--- src/rtl/fiber_bus_master.sv ---
// Initiator for the fiber register bus: one strobe per command, waits for ACK or times out.
// Optional statistics counters are built only when FIBER_BUS_STATS_EN is defined.
`timescale 1ns/1ps

module fiber_bus_master #(
  parameter int unsigned TIMEOUT_CYCLES = 64,
  parameter int unsigned GAP_CYCLES     = 2,
  parameter int unsigned STAT_W         = 16
) (
  input  logic              clk_i,
  input  logic              rst_i,
  input  logic              enable_i,
  input  logic              cmd_valid_i,
  output logic              cmd_ready_o,
  input  logic              cmd_write_i,
  input  logic [31:0]       cmd_addr_i,
  input  logic [31:0]       cmd_wdata_i,
  output logic              rsp_valid_o,
  input  logic              rsp_ready_i,
  output logic [31:0]       rsp_data_o,
  output logic [1:0]        rsp_status_o,
  output logic [31:0]       fiber_bus_addr_o,
  output logic [31:0]       fiber_bus_dout_o,
  input  logic [31:0]       fiber_bus_din_i,
  output logic              fiber_bus_wr_o,
  output logic              fiber_bus_rd_o,
  input  logic              fiber_bus_ack_i,
  output logic [STAT_W-1:0] stat_xfer_o,
  output logic [STAT_W-1:0] stat_tmo_o
);

  typedef enum logic [1:0] {
    IDLE  = 2'd0,
    ISSUE = 2'd1,
    RESP  = 2'd2,
    GAP   = 2'd3
  } state_e;

  localparam logic [15:0] TMO_LAST = 16'(TIMEOUT_CYCLES - 1);
  localparam logic [15:0] GAP_LAST = 16'(GAP_CYCLES - 1);
  localparam logic [31:0] TMO_DATA = 32'hDEAD_DEAD;
  localparam logic [1:0]  ST_OK    = 2'b00;
  localparam logic [1:0]  ST_TMO   = 2'b01;

  state_e      state_q;
  logic [15:0] tmoCnt_q;
  logic [15:0] gapCnt_q;
  logic        isWrite_q;
  logic [31:0] addr_q;
  logic [31:0] dout_q;
  logic        wr_q;
  logic        rd_q;
  logic        rspValid_q;
  logic [31:0] rspData_q;
  logic [1:0]  rspStatus_q;

  logic        xferDone;
  logic        tmoDone;

  // ACK wins over a timeout that expires in the same cycle.
  assign xferDone = (state_q == ISSUE) && fiber_bus_ack_i;
  assign tmoDone  = (state_q == ISSUE) && !fiber_bus_ack_i && (tmoCnt_q == TMO_LAST);

  assign cmd_ready_o = (state_q == IDLE) && enable_i;

  always_ff @(posedge clk_i) begin
    if (rst_i) begin
      state_q     <= IDLE;
      tmoCnt_q    <= '0;
      gapCnt_q    <= '0;
      isWrite_q   <= 1'b0;
      addr_q      <= '0;
      dout_q      <= '0;
      wr_q        <= 1'b0;
      rd_q        <= 1'b0;
      rspValid_q  <= 1'b0;
      rspData_q   <= '0;
      rspStatus_q <= '0;
    end else begin
      case (state_q)
        IDLE: begin
          if (cmd_valid_i && cmd_ready_o) begin
            addr_q    <= cmd_addr_i;
            dout_q    <= cmd_wdata_i;
            isWrite_q <= cmd_write_i;
            wr_q      <= cmd_write_i;
            rd_q      <= !cmd_write_i;
            tmoCnt_q  <= '0;
            state_q   <= ISSUE;
          end
        end
        ISSUE: begin
          if (xferDone) begin
            wr_q        <= 1'b0;
            rd_q        <= 1'b0;
            rspData_q   <= isWrite_q ? dout_q : fiber_bus_din_i;
            rspStatus_q <= ST_OK;
            rspValid_q  <= 1'b1;
            state_q     <= RESP;
          end else if (tmoDone) begin
            wr_q        <= 1'b0;
            rd_q        <= 1'b0;
            rspData_q   <= TMO_DATA;
            rspStatus_q <= ST_TMO;
            rspValid_q  <= 1'b1;
            state_q     <= RESP;
          end else begin
            tmoCnt_q <= tmoCnt_q + 16'd1;
          end
        end
        RESP: begin
          if (rsp_ready_i) begin
            rspValid_q <= 1'b0;
            gapCnt_q   <= '0;
            state_q    <= GAP;
          end
        end
        GAP: begin
          // The responder edge-detects the strobes, so they must rest low before the next command.
          if (gapCnt_q == GAP_LAST) begin
            state_q <= IDLE;
          end else begin
            gapCnt_q <= gapCnt_q + 16'd1;
          end
        end
        default: state_q <= IDLE;
      endcase
    end
  end

  assign fiber_bus_addr_o = addr_q;
  assign fiber_bus_dout_o = dout_q;
  assign fiber_bus_wr_o   = wr_q;
  assign fiber_bus_rd_o   = rd_q;
  assign rsp_valid_o      = rspValid_q;
  assign rsp_data_o       = rspData_q;
  assign rsp_status_o     = rspStatus_q;

`ifdef FIBER_BUS_STATS_EN
  localparam logic [STAT_W-1:0] STAT_ONE = {{(STAT_W-1){1'b0}}, 1'b1};

  logic [STAT_W-1:0] statXfer_q;
  logic [STAT_W-1:0] statXfer_d;
  logic [STAT_W-1:0] statTmo_q;
  logic [STAT_W-1:0] statTmo_d;

  // Counters saturate at all-ones rather than wrapping.
  always_comb begin
    statXfer_d = statXfer_q;
    statTmo_d  = statTmo_q;
    if (xferDone && (statXfer_q != '1)) begin
      statXfer_d = statXfer_q + STAT_ONE;
    end
    if (tmoDone && (statTmo_q != '1)) begin
      statTmo_d = statTmo_q + STAT_ONE;
    end
  end

  always_ff @(posedge clk_i) begin
    if (rst_i) begin
      statXfer_q <= '0;
      statTmo_q  <= '0;
    end else begin
      statXfer_q <= statXfer_d;
      statTmo_q  <= statTmo_d;
    end
  end

  assign stat_xfer_o = statXfer_q;
  assign stat_tmo_o  = statTmo_q;
`else
  assign stat_xfer_o = '0;
  assign stat_tmo_o  = '0;
`endif

endmodule

--- config.mk ---
export PLATFORM = sky130hd
export DESIGN_NAME = fiber_bus_master
export DESIGN_NICKNAME = d
export VERILOG_FILES = /design/src/rtl/fiber_bus_master.sv
export SDC_FILE = /design/constraint.sdc
export NUM_CORES = 1
export LEC_CHECK = 0
export CAP_MARGIN = 10
export CORE_MARGIN = 4
export CORE_UTILIZATION = 47
export DETAILED_ROUTE_END_ITERATION = 10
export PLACE_DENSITY = 0.86
export SLEW_MARGIN = 20
export SYNTH_ARGS = -nofsm -noshare
export SYNTH_HDL_FRONTEND = slang
export SYNTH_SLANG_ARGS = --single-unit
export TNS_END_PERCENT = 30
--- constraint.sdc ---
create_clock -name clk_i -period 3.8 [get_ports clk_i]
set_input_delay 0.76 -clock clk_i [delete_from_list [all_inputs] [get_ports clk_i]]
set_output_delay 0.76 -clock clk_i [all_outputs]
set_load 0.03 [all_outputs]
* Yosys cells after proc, flatten, opt, wreduce, memory -nomap -nowiden
Cells that the tools add are included.
** Operators by class
- Reduce and logical (&&, ||, !) cells :: 19
- Multiplexer cells :: 28
- Add/sub/neg operators :: 2
- Eq/ne operators :: 12
** Operator list (number)
- 32-bit 2-to-1 mux :: 3
- 16-bit 2-to-1 mux :: 5
- 16-bit case mux with 2 select lines :: 2
- 16-bit by 1-bit adder with 16-bit output (second input constant) :: 2
- 16-bit by 1-bit == test with 1-bit output (second input constant) :: 1
- 16-bit by 6-bit == test with 1-bit output (second input constant) :: 1
- 2-bit 2-to-1 mux :: 7
- 2-bit != test (second input constant) :: 5
- 3-bit AND reduction :: 3
- 2-bit case mux with 4 select lines :: 1
- 4-bit AND reduction :: 2
- 2-bit nonzero test :: 4
- 1-bit 2-to-1 mux :: 7
- 1-bit case mux with 2 select lines :: 3
- 1-bit logical AND :: 5
- 2-bit == test (second input constant) :: 2
- 2-bit AND reduction :: 2
- 3-bit != test (second input constant) :: 1
- 2-bit by 1-bit == test with 1-bit output (second input constant) :: 1
- 1-bit logical NOT :: 2
- 2-bit logical NOT :: 1
- 2-bit by 1-bit != test with 1-bit output (second input constant) :: 1
** Storage, ports and cells
- Flip-flop bits (word level) :: 136
- Logic and storage cells :: 72
- Input port bits :: 103
- Output and inout port bits :: 134

* Logic depth before layout (Yosys ltp)
Gate-level depths: netlist (run 1).
- Word-level depth :: 6
- Mapped depth :: 9

* Least setup slack after synthesis (run 1)
No wires, ideal clock.
- Path kind :: input -> register
- Start point :: input fiber_bus_ack_i
- End point :: register tmoCnt_q[8]
- Setup slack :: 1.555 ns
- Cell stages on the path :: 6
- Path buffers :: 1
- Data arrival time :: 2.175 ns
- Library setup time :: 0.070 ns
- Cells stage by stage :: and2_1 clkbuf_8 nor3_1 o21ai_2 or4_2 a21oi_1
** Between the ends
- Longest elaborated chain between the ends :: 5
- Elaborated cells on any way between the ends :: 7
- Classes of those cells :: eq/ne: 2; reduce/logical: 5
** Ends and longest elaborated chain
- from (decl) :: RTL line 27 : input logic fiber_bus_ack_i,
- 1-bit logical NOT :: RTL line 62 : assign tmoDone = (state_q == ISSUE) && !fiber_bus_ack_i && (tmoCnt_q == TMO_LAST);
- 1-bit logical AND (2 in series) :: RTL line 62
- 2-bit != test (no line)
- 4-bit AND reduction (no line) *
- to (signal assigned) :: RTL line 108 : tmoCnt_q <= tmoCnt_q + 16'd1;
- to (decl) :: RTL line 46 : logic [15:0] tmoCnt_q;
Every way passes the cells marked *; elsewhere a longest branch is shown, timed or not.
A chain may end at the register's enable or synchronous reset.

* Worst setup path in the final report (run 1)
- Start point :: register state_q[1]
- End point :: register tmoCnt_q[14]
** Between the ends
- Longest elaborated chain between the ends :: 5
- Elaborated cells on any way between the ends :: 13
- Classes of those cells :: eq/ne: 4; mux: 1; reduce/logical: 8
** Ends and longest elaborated chain
- from (decl) :: RTL line 45 : state_e state_q;
- from (signal assigned) :: RTL line 68 : state_q <= IDLE;
- from (signal assigned) :: RTL line 89 : state_q <= ISSUE;
- from (signal assigned) :: RTL line 99 : state_q <= RESP;
- 2-bit by 1-bit == test with 1-bit output / 2-bit logical NOT (equally long branches)
- 1-bit logical AND, on equally long branches :: RTL line 62, 64
- 1-bit logical AND, on equally long branches :: RTL line 62, 82
- 2-bit != test (no line) / 2-bit by 1-bit != test with 1-bit output (equally long branches)
- 4-bit AND reduction (no line)
Parallel ways exist; a longest one is shown, timed or not.

==> results of run 1 <==
## worst max-delay path, stage by stage, from the launching register on
cell                      delay [ns]
sky130_fd_sc_hd__dfxtp_1        0.35
sky130_fd_sc_hd__inv_1          0.09
sky130_fd_sc_hd__ha_1           0.37
sky130_fd_sc_hd__and2_1         0.47
sky130_fd_sc_hd__nor3_1         0.45
sky130_fd_sc_hd__o21ai_2        0.22
sky130_fd_sc_hd__or4_2          0.64
sky130_fd_sc_hd__a21oi_1        0.17
## cell usage after synthesis, types with 2 or more instances
cell / instances / area, um2
sky130_fd_sc_hd__dfxtp_1: 135 / 2700
sky130_fd_sc_hd__nor3_1: 7 / 35.0
sky130_fd_sc_hd__a211oi_1: 26 / 195
sky130_fd_sc_hd__nand3b_1: 2 / 15.0
sky130_fd_sc_hd__clkbuf_1: 33 / 124
sky130_fd_sc_hd__ha_1: 8 / 100
sky130_fd_sc_hd__buf_4: 35 / 263
sky130_fd_sc_hd__o21bai_1: 2 / 15.0
sky130_fd_sc_hd__o31ai_1: 5 / 37.5
sky130_fd_sc_hd__nor4_1: 4 / 25.0
sky130_fd_sc_hd__buf_1: 6 / 22.5
sky130_fd_sc_hd__o21ai_0: 15 / 75.1
sky130_fd_sc_hd__a22oi_1: 10 / 75.1
sky130_fd_sc_hd__xor2_1: 3 / 26.3
sky130_fd_sc_hd__and2_1: 2 / 12.5
sky130_fd_sc_hd__and4_1: 3 / 26.3
sky130_fd_sc_hd__nand4_1: 6 / 37.5
sky130_fd_sc_hd__a21oi_1: 87 / 435
sky130_fd_sc_hd__a21boi_0: 2 / 15.0
sky130_fd_sc_hd__xnor2_1: 8 / 70.1
sky130_fd_sc_hd__nor2_1: 55 / 206
sky130_fd_sc_hd__buf_6: 2 / 22.5
sky130_fd_sc_hd__inv_1: 11 / 41.3
sky130_fd_sc_hd__o21ai_2: 2 / 17.5
sky130_fd_sc_hd__mux2_2: 10 / 113
sky130_fd_sc_hd__nand3_1: 12 / 60.1
sky130_fd_sc_hd__mux2i_1: 25 / 250
sky130_fd_sc_hd__or4_1: 3 / 22.5
sky130_fd_sc_hd__and3_1: 6 / 37.5
sky130_fd_sc_hd__or4_2: 2 / 17.5
sky130_fd_sc_hd__o211ai_1: 3 / 22.5
sky130_fd_sc_hd__o21a_1: 2 / 15.0
sky130_fd_sc_hd__nand2_1: 148 / 556
sky130_fd_sc_hd__or3_2: 3 / 22.5
sky130_fd_sc_hd__or3_1: 9 / 56.3
## placed cells by master, fill, tap and decap left out, drive strengths merged, types with 3 or more instances in the layout
master / instances
nor4: 4
o211ai: 3
dfxtp: 135
and4: 3
a21oi: 88
a211oi: 26
xnor2: 8
o31ai: 5
nand2: 148
inv: 11
mux2i: 25
conb: 33
or4: 6
clkbuf: 24
ha: 8
a22oi: 10
nor2: 55
o21ai: 17
clkinv: 5
clkdlybuf4s50: 202
and2: 3
or3: 12
buf: 7
nand4: 6
xor2: 3
and3: 6
nand3: 12
nor3: 7
mux2: 10
## flip-flops by register name, indices dropped and copies added (netlist names)
| register | flops |
|---|---|
| fiber_bus_addr_o | 32 |
| isWrite_q | 1 |
| fiber_bus_rd_o | 1 |
| gapCnt_q | 16 |
| rsp_status_o | 1 |
| fiber_bus_dout_o | 32 |
| fiber_bus_wr_o | 1 |
| rsp_valid_o | 1 |
| tmoCnt_q | 16 |
| rsp_data_o | 32 |
| state_q | 2 |
## logic make-up (layout without fill, tap and decap cells)
kind of cell	count (synthesis)	in the layout	synth area share (%)
xor+xnor	11	11	1.63
buf+inv	88	252	8.21
fa+ha+maj	8	8	1.69
flops	135	135	45.6
simple gates	271	271	20.8
mux	35	35	6.12
other cells	1	33	0.0633
compound gates	159	159	15.9
## per-layer routing
metal | global-route usage (%) | up-vias | wire (um)
li1 | - | 2735 | -
met4 | 10.7 | 0 | 431
met5 | 0 | - | 0
met3 | 8.47 | 31 | 1720
met1 | 26.6 | 2552 | 6850
met2 | 39.4 | 241 | 8420
## area by class of cell
type | instances | area (um2)
Sequential cell | 135 | 2700
Clock buffer | 24 | 502
Timing Repair Buffer | 209 | 2090
Clock inverter | 8 | 70.1
Tap cell | 168 | 210
Multi-Input combinational cell | 517 | 2860
Fill cell | 979 | 3680
Inverter | 11 | 41.3
## through the flow
step                      utilization, %  setup slack (ns)  hold slack [ns]  instance area [um2]  std cells
after floorplan                        -              1.55            0.452                 6050        740
after global placement              65.0             0.786            0.441                 7910       1040
after detailed placement            65.0             0.729            0.446                 7910       1040
after CTS                           69.7             0.948            0.453                 8480       1072
after global routing                69.7             0.708            0.471                 8480       1072
final                               69.7             0.949            0.450                 8480       1072
## power by group through the flow
stage | Combinational (mW) | Clock (mW) | Sequential (mW)
after floorplan | 0.622 | 0 | 1.99
after global routing | 1.53 | 1.66 | 1.72
final | 1.43 | 1.57 | 1.70
after CTS | 1.44 | 1.60 | 1.70
after detailed placement | 1.42 | 0 | 1.73
after global placement | 1.41 | 0 | 1.72
## how the worst min path moves through the flow
stage	from	end	slack, ns	cells after the start
2_1_floorplan	tmoCnt_q[15]	tmoCnt_q[15]	0.45	2
3_3_place_gp	fiber_bus_addr_o[8]	fiber_bus_addr_o[8]	0.44	2
3_5_place_dp	fiber_bus_addr_o[4]	fiber_bus_addr_o[4]	0.45	2
4_1_cts	fiber_bus_addr_o[4]	fiber_bus_addr_o[4]	0.45	2
5_1_grt	fiber_bus_addr_o[29]	fiber_bus_addr_o[29]	0.47	2
6_report	fiber_bus_addr_o[2]	fiber_bus_addr_o[2]	0.45	2
==> results.md, run 1 <==
- The peak clock frequency supported by timing is 351 MHz.
- Counting the buffers created by CTS gives 17.
- Headroom to the max-slew limit came out at 33.9%.
- No sink is reached through more buffers than the 2 on the longest clock path.
- The number of rows created at floorplan is 40.
- Net switching is 33.6% of the power.
- The number of slew-limit violations in the final report was 0.
- The DRC marker count from the first detailed-route iteration is 420.
- Dividing total power by cell area gives a power density of 555 nW/um2.
- The path class of the tightest hold or removal check is reg -> reg.
- Sequential elements use 45.6% of the synthesized area.
- The final antenna-violating net count is 0.
- The last element of the critical path is tmoCnt_q[14].
- Global routing used 23.4% of the available tracks across all layers.
- The worst register-to-register path has a setup slack of 0.95 ns.
- The worst register-to-register path begins at state_q[1].
- Clock-pin slew was measured on the worst setup and hold paths at 0.06 ns.
- STA classifies the critical path startpoint as a register.
- After legalization and detailed placement, the total HPWL measured 12100 um.
- The number of different library cells used by synthesis comes to 51.
- The flow ran to the end, and the final reports show no timing, DRC or antenna violations.
- The synthesis-to-finish area growth is 43.0%.
- Between clock sinks in the finished design, the worst skew comes to 0.00916 ns.
- Among all flip-flop cells after synthesis, the most frequent one is sky130_fd_sc_hd__dfxtp_1.
- The setup TNS is 0 ns.
- The number of setup buffers added after CTS is 0.
- The total of flip-flops plus latches after synthesis is 135.
- The cell area after synthesis is 5930 um2.
- The congestion estimate from routability-driven global placement came to 0.868.
- The clock latency on the worst-skew pair is 0.42 ns.
- The total area inside the core boundary comes to 12200 um2.
- The library cell used as clock root buffer is sky130_fd_sc_hd__clkbuf_16.
- After clock tree synthesis, the flow added hold-fix buffers numbering 0.
- The peak supply drop is 0.354 mV.
- The number of failing setup endpoints in the final timing report is 0.
- Gates resized during post-CTS repair numbered 0.
- The initial cell density of the core is 48.7%.
- The number of antenna violations at the first check in global routing is 0.
- Of the cells placed in the final design, the portion with a size suffix greater than 1 is 6.86%.
- Dividing the final minimum period by the clock period gives 75.0%.
- Setup repair after global routing left no endpoint under its margin.
- Summing internal, switching and leakage power gives 4.70 mW.
- In the routed design, unresolved DRC markers number 0.
- The count of warnings emitted by yosys is 0.
- The net switching power is 1.58 mW.
- At the pin with the least slew margin, the transition time is 0.990 ns.
- The clock tree synthesis step divided the H-tree into 4 levels.
- Of all flip-flops after synthesis, the portion carrying an async set or reset was 0%.
- The net count reported at finish is 1002.
- The combinational cell fraction of total power is 30.4%.
- The total number of vias is 5559.
- Counting every sink on the clock net gives 135.
- Sequential cells burn 36.1% of the power.
- The die outline area is 14500 um2.
- For the worst setup path, the data arrival time is 3.20 ns.
- The first global-routing pass estimated 26800 um of wire.
- The worst register-to-register path ends at tmoCnt_q[14].
- The minimum clock period is 2.85 ns.
- The worst setup path is captured at a register.
- The number of iterations in the first detailed-routing pass is 5.
- The clock network is responsible for 33.4% of the overall power.
- The maximum number of pins on one net before global-route repair is 63.
- In this run the horizontal extent of the chip is 120 um.
- The number of port buffers is 203.
- Synthesis produced 708 cells.
- TritonCTS built the clock tree.
- The sum of overflow across all layers after global routing is 0.
- The routed length per placed instance is 16.2 um.
- The cell internal power dissipation is 3.12 mW.
- The number of top-level design ports is 237.
- The average via count per standard cell is 5.19.
- Yosys mapped a number of flops with a built-in enable equal to 0.
- The number of max-capacitance violations reported is 0.
- The critical path startpoint is state_q[1].
- The cell depth of the worst flop-to-flop path is 7.
- Of all nets on the critical path, the largest fanout is 20.
- Each instance of the synthesized netlist takes up on average 8.37 um2.
- The final number of hold-violating endpoints was 0.
- The worst setup path is of the reg -> reg kind.
- The vertical die dimension is 120 um.
- Wires add up to 17400 um.
- The antenna diode count is 0.
- STA puts the critical path data required time at 4.14 ns.
- The leakage power is 2.98 nW.
- The via count of the first global-routing pass is 5277.
Power figures use the tool's default switching activity.
==> run 2: changes to the inputs <==
- CORE_UTILIZATION: 47 -> 44
- PLACE_DENSITY: 0.86 -> 0.81
- clock period: 3.8 -> 2.9 ns (I/O delays scaled with it)
==> run 2 against run 1 <==
Net effect: register-to-register slack worse by 0.35 ns; routed wire length down 4.1%; critical endpoint is now cmd_ready_o; via count shrank 0.27%; cell count up 1.1%.
==> results.md, run 2 (synthesis gave the netlist of run 1 again) <==
- The relative slew slack is 49.2% (was 33.9%).
- The number of instances on the worst hold path is 2 (unchanged).
- The worst path arrival time was 1.94 ns (was 3.20 ns).
- The clock edge transition at the registers on the reported setup and hold paths is 0.05 ns (was 0.06 ns).
- The most common cell after layout, fill and taps aside is sky130_fd_sc_hd__clkdlybuf4s50_1 (unchanged).
- The maximum root-to-sink buffer count is 2 (unchanged).
- The routed wire length is 16700 um (was 17400 um).
- The DRC violations left is 0 (unchanged).
- The cell area after placement is 7960 um2 (was 7910 um2).
- The die outline area is 15400 um2 (was 14500 um2).
- The power density over cell area came to 708 nW/um2 (was 555 nW/um2).
- The final clock skew is 0.00737 ns (was 0.00916 ns).
- The net count reported at finish is 1008 (was 1002).
- The global placer's final weighted congestion came to 0.876 (was 0.868).
- The count of hold buffers inserted by post-cts repair was 0 (unchanged).
- The estimated wirelength of the detail-placed design is 11800 um (was 12100 um).
- The required time of the critical path is 2.32 ns (was 4.14 ns).
- The destination of the worst register-to-register timing path is rsp_data_o[18] (was tmoCnt_q[14]).
- The DRC marker count from the first detailed-route iteration is 256 (was 420).
- The register-to-register setup slack is 0.60 ns (was 0.95 ns).
- The cell class contributing the biggest share of worst-path delay is buffers and inverters (was simple AND/OR/NAND/NOR gates).
- The endpoint with the worst hold slack was fiber_bus_addr_o[8] (was fiber_bus_addr_o[2]).
- Unrepaired setup endpoints after global routing: false (unchanged).
- The peak clock frequency supported by timing is 397 MHz.
- The number of buffers inserted during clock tree synthesis was 17 (unchanged).
- The leakage power is 2.97 nW (was 2.98 nW).
- The vertical die dimension was 124 um (was 120 um).
- The critical path launch point type is a register (unchanged).
- The number of max-capacitance violations reported is 0 (unchanged).
- The setup TNS was 0 ns (unchanged).
- The number of sinks on the clock net was 135 (unchanged).
- Cell-by-cell listing of the critical path: inv_1 > ha_1 > and2_1 > clkdlybuf4s50_1 (was inv_1 > ha_1 > and2_1 > nor3_1 > o21ai_2 > or4_2 > a21oi_1).
- The maximum cell stage delay along the critical path is 0.66 ns (was 0.64 ns).
- The initial cell density of the core is 44.8% (was 48.7%).
- The average via count per standard cell is 5.11 (was 5.19).
- The start point of the worst hold path is fiber_bus_addr_o[8] (was fiber_bus_addr_o[2]).
- The TritonCTS clock tree is yes (unchanged).
- The critical path capture point type is a primary output (was register).
- Counting I/O delays and the setup requirement, the final critical path takes 2.52 ns.
- The routed length per placed instance is 15.4 um (was 16.2 um).
- The final worst-path cycle share is 86.9%.
- The final worst hold slack is 0.450 ns (about the same).
- The total number of vias is 5544 (was 5559).
- The horizontal die dimension is 124 um (was 120 um).
- The number of failing setup endpoints in the final timing report is 0 (unchanged).
- The library cell used as clock root buffer is sky130_fd_sc_hd__clkbuf_16 (unchanged).
- The worst hold path class is reg -> reg (unchanged).
- The number of antenna violations at the first check in global routing was 0 (unchanged).
- The peak supply drop came to 0.504 mV (was 0.354 mV).
- The category of the critical setup timing path is reg -> out (was reg -> reg).
- The floorplan core area is 13200 um2 (was 12200 um2).
- The clock latency on the worst-skew pair is 0.41 ns (was 0.42 ns).
- The critical register-to-register path startpoint is tmoCnt_q[9] (was state_q[1]).
- The first-pass GRT wire length was 25100 um (was 26800 um).
- The ratio of cells with drive above 1 in the final layout is 6.72% (was 6.86%).
- The number of buffers and inverters on the critical path is 2 (was 1).
- The total of cells resized after clock tree synthesis came to 0 (unchanged).
- The antenna diode count is 0 (unchanged).
- The number of setup buffers added after CTS is 0 (unchanged).
- The number of iterations in the first detailed-routing pass is 4 (was 5).
- The maximum number of pins on one net before global-route repair is 68 (was 63).
- The H-tree depth was 4 (unchanged).
- Highest-count cells in the layout ignoring fill and taps: 202 x sky130_fd_sc_hd__clkdlybuf4s50_1, 148 x sky130_fd_sc_hd__nand2_1, 134 x sky130_fd_sc_hd__dfxtp_1 (unchanged).
- The pin slew with the least headroom to its limit is 0.762 ns (was 0.990 ns).
- The sum of overflow across all layers after global routing is 0 (unchanged).
- The synthesis-to-finish area growth is 42.8% (was 43.0%).
- The cell depth of the worst flop-to-flop path is 5 (was 7).
- The number of port buffers is 203 (unchanged).
- The final total power is 5.99 mW (was 4.70 mW).
- The number of slew-limit violations in the final report is 0 (unchanged).
- The final standard cell area without fillers is 8460 um2 (was 8480 um2).
- The maximum fanout along the worst path was 6 (was 20).
- The global-route total usage across every layer is 21.1% (was 23.4%).
- The final antenna-violating net count was 0 (unchanged).
- The number of top-level design ports is 237 (unchanged).
- Outcome: completed (unchanged).
- The final number of hold-violating endpoints is 0 (unchanged).
- The via count of the first global-routing pass is 5142 (was 5277).
- The slowest cell on the critical path is sky130_fd_sc_hd__clkdlybuf4s50_1 (was sky130_fd_sc_hd__or4_2).
- The number of rows created at floorplan is 42 (was 40).
[run 2: changes by cell type in the layout (fill, tap and decap cells not counted)]
cell                         delta
sky130_fd_sc_hd__clkbuf_1       +5
sky130_fd_sc_hd__clkbuf_8       -3
sky130_fd_sc_hd__clkinvlp_4     -1
sky130_fd_sc_hd__bufinv_16      -1
sky130_fd_sc_hd__buf_4          +6
sky130_fd_sc_hd__clkinv_2       -2
[run 2: where the power goes]
| group | leakage, nW | internal [mW] | total, mW | switching, mW |
|---|---|---|---|---|
| logic | 1.63 | 0.772 | 1.91 | 1.13 |
| clock network | 0.244 | 1.12 | 1.87 | 0.743 |
| registers | 1.10 | 2.07 | 2.22 | 0.148 |
| total | 2.97 | 3.97 | 5.99 | 2.02 |
[run 2: per-layer routing]
layer / up-vias / global-route usage (%) / routed length (um)
met4: 0 / 8.42 / 349
met1: 2553 / 24.1 / 6540
met2: 203 / 34.5 / 8140
met3: 28 / 9.58 / 1680
met5: - / 0 / 0
li1: 2760 / - / -
[run 2: stage by stage]
step | util [%] | worst slack [ns] | instances
2_1_floorplan | - | 0.791 | 740
3_3_place_gp | 60.1 | 0.297 | 1054
3_5_place_dp | 60.1 | 0.219 | 1054
4_1_cts | 63.9 | 0.335 | 1084
5_1_grt | 63.9 | 0.249 | 1084
6_report | 63.9 | 0.379 | 1084
[run 2: worst max path at each step]
stage	start	end	slack, ns	cells past startpoint
global placement	enable_i	tmoCnt_q[8]	0.30	6
CTS	state_q[0]	cmd_ready_o	0.34	4
finish	state_q[0]	cmd_ready_o	0.38	4
detailed placement	enable_i	tmoCnt_q[14]	0.22	6
global route	state_q[0]	cmd_ready_o	0.25	4
floorplan	state_q[1]	tmoCnt_q[8]	0.79	8
[run 2: area by class of cell]
class / instances / area (um2)
tap: 176 / 220
clock inverter: 4 / 22.5
multi-input combinational: 517 / 2860
inverter: 11 / 41.3
timing repair buffer: 215 / 2130
fill: 1121 / 4780
sequential: 135 / 2700
clock buffer: 26 / 479
[run 2: worst register-to-register path, cell delays in order, from the launching register on]
cell and delay (ns):
sky130_fd_sc_hd__dfxtp_1 0.35, sky130_fd_sc_hd__or4_4 0.55, sky130_fd_sc_hd__nor4b_4 0.42, sky130_fd_sc_hd__a21o_2 0.50
sky130_fd_sc_hd__nor2_1 0.13, sky130_fd_sc_hd__a211oi_1 0.26
==> run 3: changes to the inputs <==
- PLACE_DENSITY: 0.81 -> 0.87
==> run 3 against run 2 <==
Net effect: sequential power hardly changed; design area is 1.6% higher; non-clock buffer count is 2 higher; combinational power hardly changed; first-iteration DRC count is 16% higher; largest cell class unchanged; largest power group is now the clock network; highest routed layer unchanged.
==> results.md, run 3 (synthesis gave the netlist of run 1 again) <==
- The number of top-level design ports was 237 (unchanged).
- The utilization of the core after routing was 64.9% (was 63.9%).
- The via count of the first global-routing pass came to 5441 (was 5142).
- The vertical die dimension is 124 um (unchanged).
- The number of port buffers is 203 (unchanged).
- The number of filler instances in the final layout is 1078 (was 1121).
- The number of rows created at floorplan is 42 (unchanged).
- The final clock skew was 0.00666 ns (was 0.00737 ns).
- The global placer's final weighted congestion is 0.839 (was 0.876).
- The estimated wirelength of the detail-placed design is 12200 um (was 11800 um).
- The share of total power in the clock network is 35.8% (was 31.1%).
- The final number of hold-violating endpoints is 0 (unchanged).
- The number of max-capacitance violations reported was 0 (unchanged).
- The number of instances on the worst hold path is 2 (unchanged).
- The critical path capture point type is a primary output (unchanged).
- The required time of the critical path is 2.32 ns (about the same).
- The H-tree depth was 4 (unchanged).
- The average via count per standard cell is 5.13 (was 5.11).
- Cell-by-cell listing of the critical path: inv_1 > ha_1 > and2_1 > clkdlybuf4s50_1 (unchanged).
- The cell area after placement is 7960 um2 (about the same).
- The number of sinks on the clock net came to 135 (unchanged).
- The minimum clock period came to 2.59 ns (was 2.52 ns).
- The cell internal power dissipation came to 4.36 mW (was 3.97 mW).
- The net switching power is 2.07 mW (was 2.02 mW).
- The count of hold buffers inserted by post-cts repair is 0 (unchanged).
- The pin slew with the least headroom to its limit is 0.860 ns (was 0.762 ns).
- The initial cell density of the core came to 44.8% (unchanged).
- The global-route total usage across every layer is 22.1% (was 21.1%).
- The maximum fanout along the worst path is 6 (unchanged).
- The total number of vias was 5580 (was 5544).
- The power share of the sequential group is 34.5% (was 37.0%).
- The final total power is 6.44 mW (was 5.99 mW).
- The leakage power is 3.04 nW (was 2.97 nW).
- The net count reported at finish was 1010 (was 1008).
- The die outline area is 15400 um2 (unchanged).
- The critical path launch point type is a register (unchanged).
- The category of the critical setup timing path is reg -> out (unchanged).
- Unrepaired setup endpoints after global routing: false (unchanged).
- The peak supply drop is 0.518 mV (was 0.504 mV).
- The critical register-to-register path startpoint is state_q[0] (was tmoCnt_q[9]).
- The library cell used as clock root buffer is sky130_fd_sc_hd__clkbuf_16 (unchanged).
- The TritonCTS clock tree is yes (unchanged).
- The most common cell after layout, fill and taps aside is sky130_fd_sc_hd__clkdlybuf4s50_1 (unchanged).
- The number of antenna violations at the first check in global routing is 0 (unchanged).
- The maximum root-to-sink buffer count is 2 (unchanged).
- The antenna diode count is 0 (unchanged).
- The synthesis-to-finish area growth came to 45.1% (was 42.8%).
- The peak clock frequency supported by timing is 386 MHz (was 397 MHz).
- The number of slew-limit violations in the final report is 0 (unchanged).
- The routed wire length is 17300 um (was 16700 um).
- The final standard cell area without fillers is 8600 um2 (was 8460 um2).
- The register-to-register setup slack was 0.50 ns (was 0.60 ns).
- The relative slew slack is 42.6% (was 49.2%).
- The cell depth of the worst flop-to-flop path is 7 (was 5).
- Outcome: completed (unchanged).
- The switching power as a share of total power is 32.2% (was 33.8%).
- The final worst-path cycle share is 89.4% (was 86.9%).
- The area of the multi-input gates is 2860 um2 (unchanged).
- The clock edge transition at the registers on the reported setup and hold paths is 0.06 ns (was 0.05 ns).
- The flip-flop and latch area is 2700 um2 (unchanged).
- The DRC marker count from the first detailed-route iteration came to 297 (was 256).
- The DRC violations left is 0 (unchanged).
- The number of buffers inserted during clock tree synthesis is 17 (unchanged).
- Highest-count cells in the layout ignoring fill and taps: 202 x sky130_fd_sc_hd__clkdlybuf4s50_1, 148 x sky130_fd_sc_hd__nand2_1, 134 x sky130_fd_sc_hd__dfxtp_1 (unchanged).
- The cell class contributing the biggest share of worst-path delay is buffers and inverters (unchanged).
- The total of cells resized after clock tree synthesis is 0 (unchanged).
- The horizontal die dimension was 124 um (unchanged).
- The destination of the worst register-to-register timing path is tmoCnt_q[14] (was rsp_data_o[18]).
- The maximum number of pins on one net before global-route repair is 44 (was 68).
- The ratio of cells with drive above 1 in the final layout is 7.57% (was 6.72%).
- The number of iterations in the first detailed-routing pass is 4 (unchanged).
- The combinational cell fraction of total power is 29.7% (was 31.8%).
- The start point of the worst hold path is fiber_bus_addr_o[18] (was fiber_bus_addr_o[8]).
- The sum of overflow across all layers after global routing is 0 (unchanged).
- The final antenna-violating net count was 0 (unchanged).
- The first-pass GRT wire length is 26400 um (was 25100 um).
- The slowest cell on the critical path is sky130_fd_sc_hd__clkdlybuf4s50_1 (unchanged).
- The number of buffers and inverters on the critical path is 2 (unchanged).
- The worst hold path class is reg -> reg (unchanged).
- The maximum cell stage delay along the critical path is 0.68 ns (was 0.66 ns).
- The number of failing setup endpoints in the final timing report is 0 (unchanged).
- The routed length per placed instance came to 15.9 um (was 15.4 um).
- The setup TNS is 0 ns (unchanged).
- The floorplan core area came to 13200 um2 (unchanged).
- The clock latency on the worst-skew pair is 0.42 ns (was 0.41 ns).
- The number of setup buffers added after CTS is 0 (unchanged).
- The endpoint with the worst hold slack is fiber_bus_addr_o[18] (was fiber_bus_addr_o[8]).
- The power density over cell area came to 748 nW/um2 (was 708 nW/um2).
- The worst path arrival time is 2.01 ns (was 1.94 ns).
[run 3: changes by cell type in the layout (fill, tap and decap cells not counted)]
cell / previous run / this run
sky130_fd_sc_hd__buf_12: 1 / 0
sky130_fd_sc_hd__buf_4: 12 / 15
sky130_fd_sc_hd__bufinv_16: 0 / 4
sky130_fd_sc_hd__clkbuf_1: 7 / 3
sky130_fd_sc_hd__clkbuf_8: 2 / 4
[run 3: area by class of cell]
cell class	instances	area share, %
multi-input cells	517	33.3
flip-flops and latches	135	31.4
repair buffers	217	24.8
clock buffers	24	5.72
well taps	176	2.56
clock inverters	8	1.66
inverters	11	0.480
[run 3: how the worst max path moves through the flow]
stage / slack (ns) / end / cells after the start / startpoint
2_1_floorplan: 0.79 / tmoCnt_q[8] / 8 / state_q[1]
3_3_place_gp: 0.26 / tmoCnt_q[8] / 6 / enable_i
3_5_place_dp: 0.17 / tmoCnt_q[14] / 6 / enable_i
4_1_cts: 0.28 / cmd_ready_o / 4 / state_q[0]
5_1_grt: 0.19 / cmd_ready_o / 4 / state_q[0]
6_report: 0.31 / cmd_ready_o / 4 / state_q[1]
[run 3: power groups by stage]
| stage | logic (mW) | registers, mW | clock network, mW |
|---|---|---|---|
| floorplan | 0.815 | 2.61 | 0 |
| global placement | 1.88 | 2.24 | 0 |
| detailed placement | 1.91 | 2.26 | 0 |
| CTS | 1.92 | 2.22 | 2.34 |
| global route | 2.05 | 2.25 | 2.42 |
| finish | 1.91 | 2.22 | 2.30 |
[run 3: per-stage QoR]
step | instances | hold WS, ns | worst slack, ns
2_1_floorplan | 740 | 0.452 | 0.791
3_5_place_dp | 1056 | 0.446 | 0.170
5_1_grt | 1088 | 0.468 | 0.194
4_1_cts | 1088 | 0.453 | 0.276
6_report | 1088 | 0.451 | 0.306
3_3_place_gp | 1056 | 0.440 | 0.258
[run 3: layer usage]
layer / GRT usage, % / wire [um]
met4: 11.4 / 513
met2: 36.7 / 8420
met1: 24.9 / 7080
met5: 0 / 0
met3: 7.81 / 1290
[run 3: worst min-delay path, stage by stage, from the launching register on]
cell	delay, ns
sky130_fd_sc_hd__dfxtp_1	0.30
sky130_fd_sc_hd__nand2_1	0.05
sky130_fd_sc_hd__a21oi_1	0.05
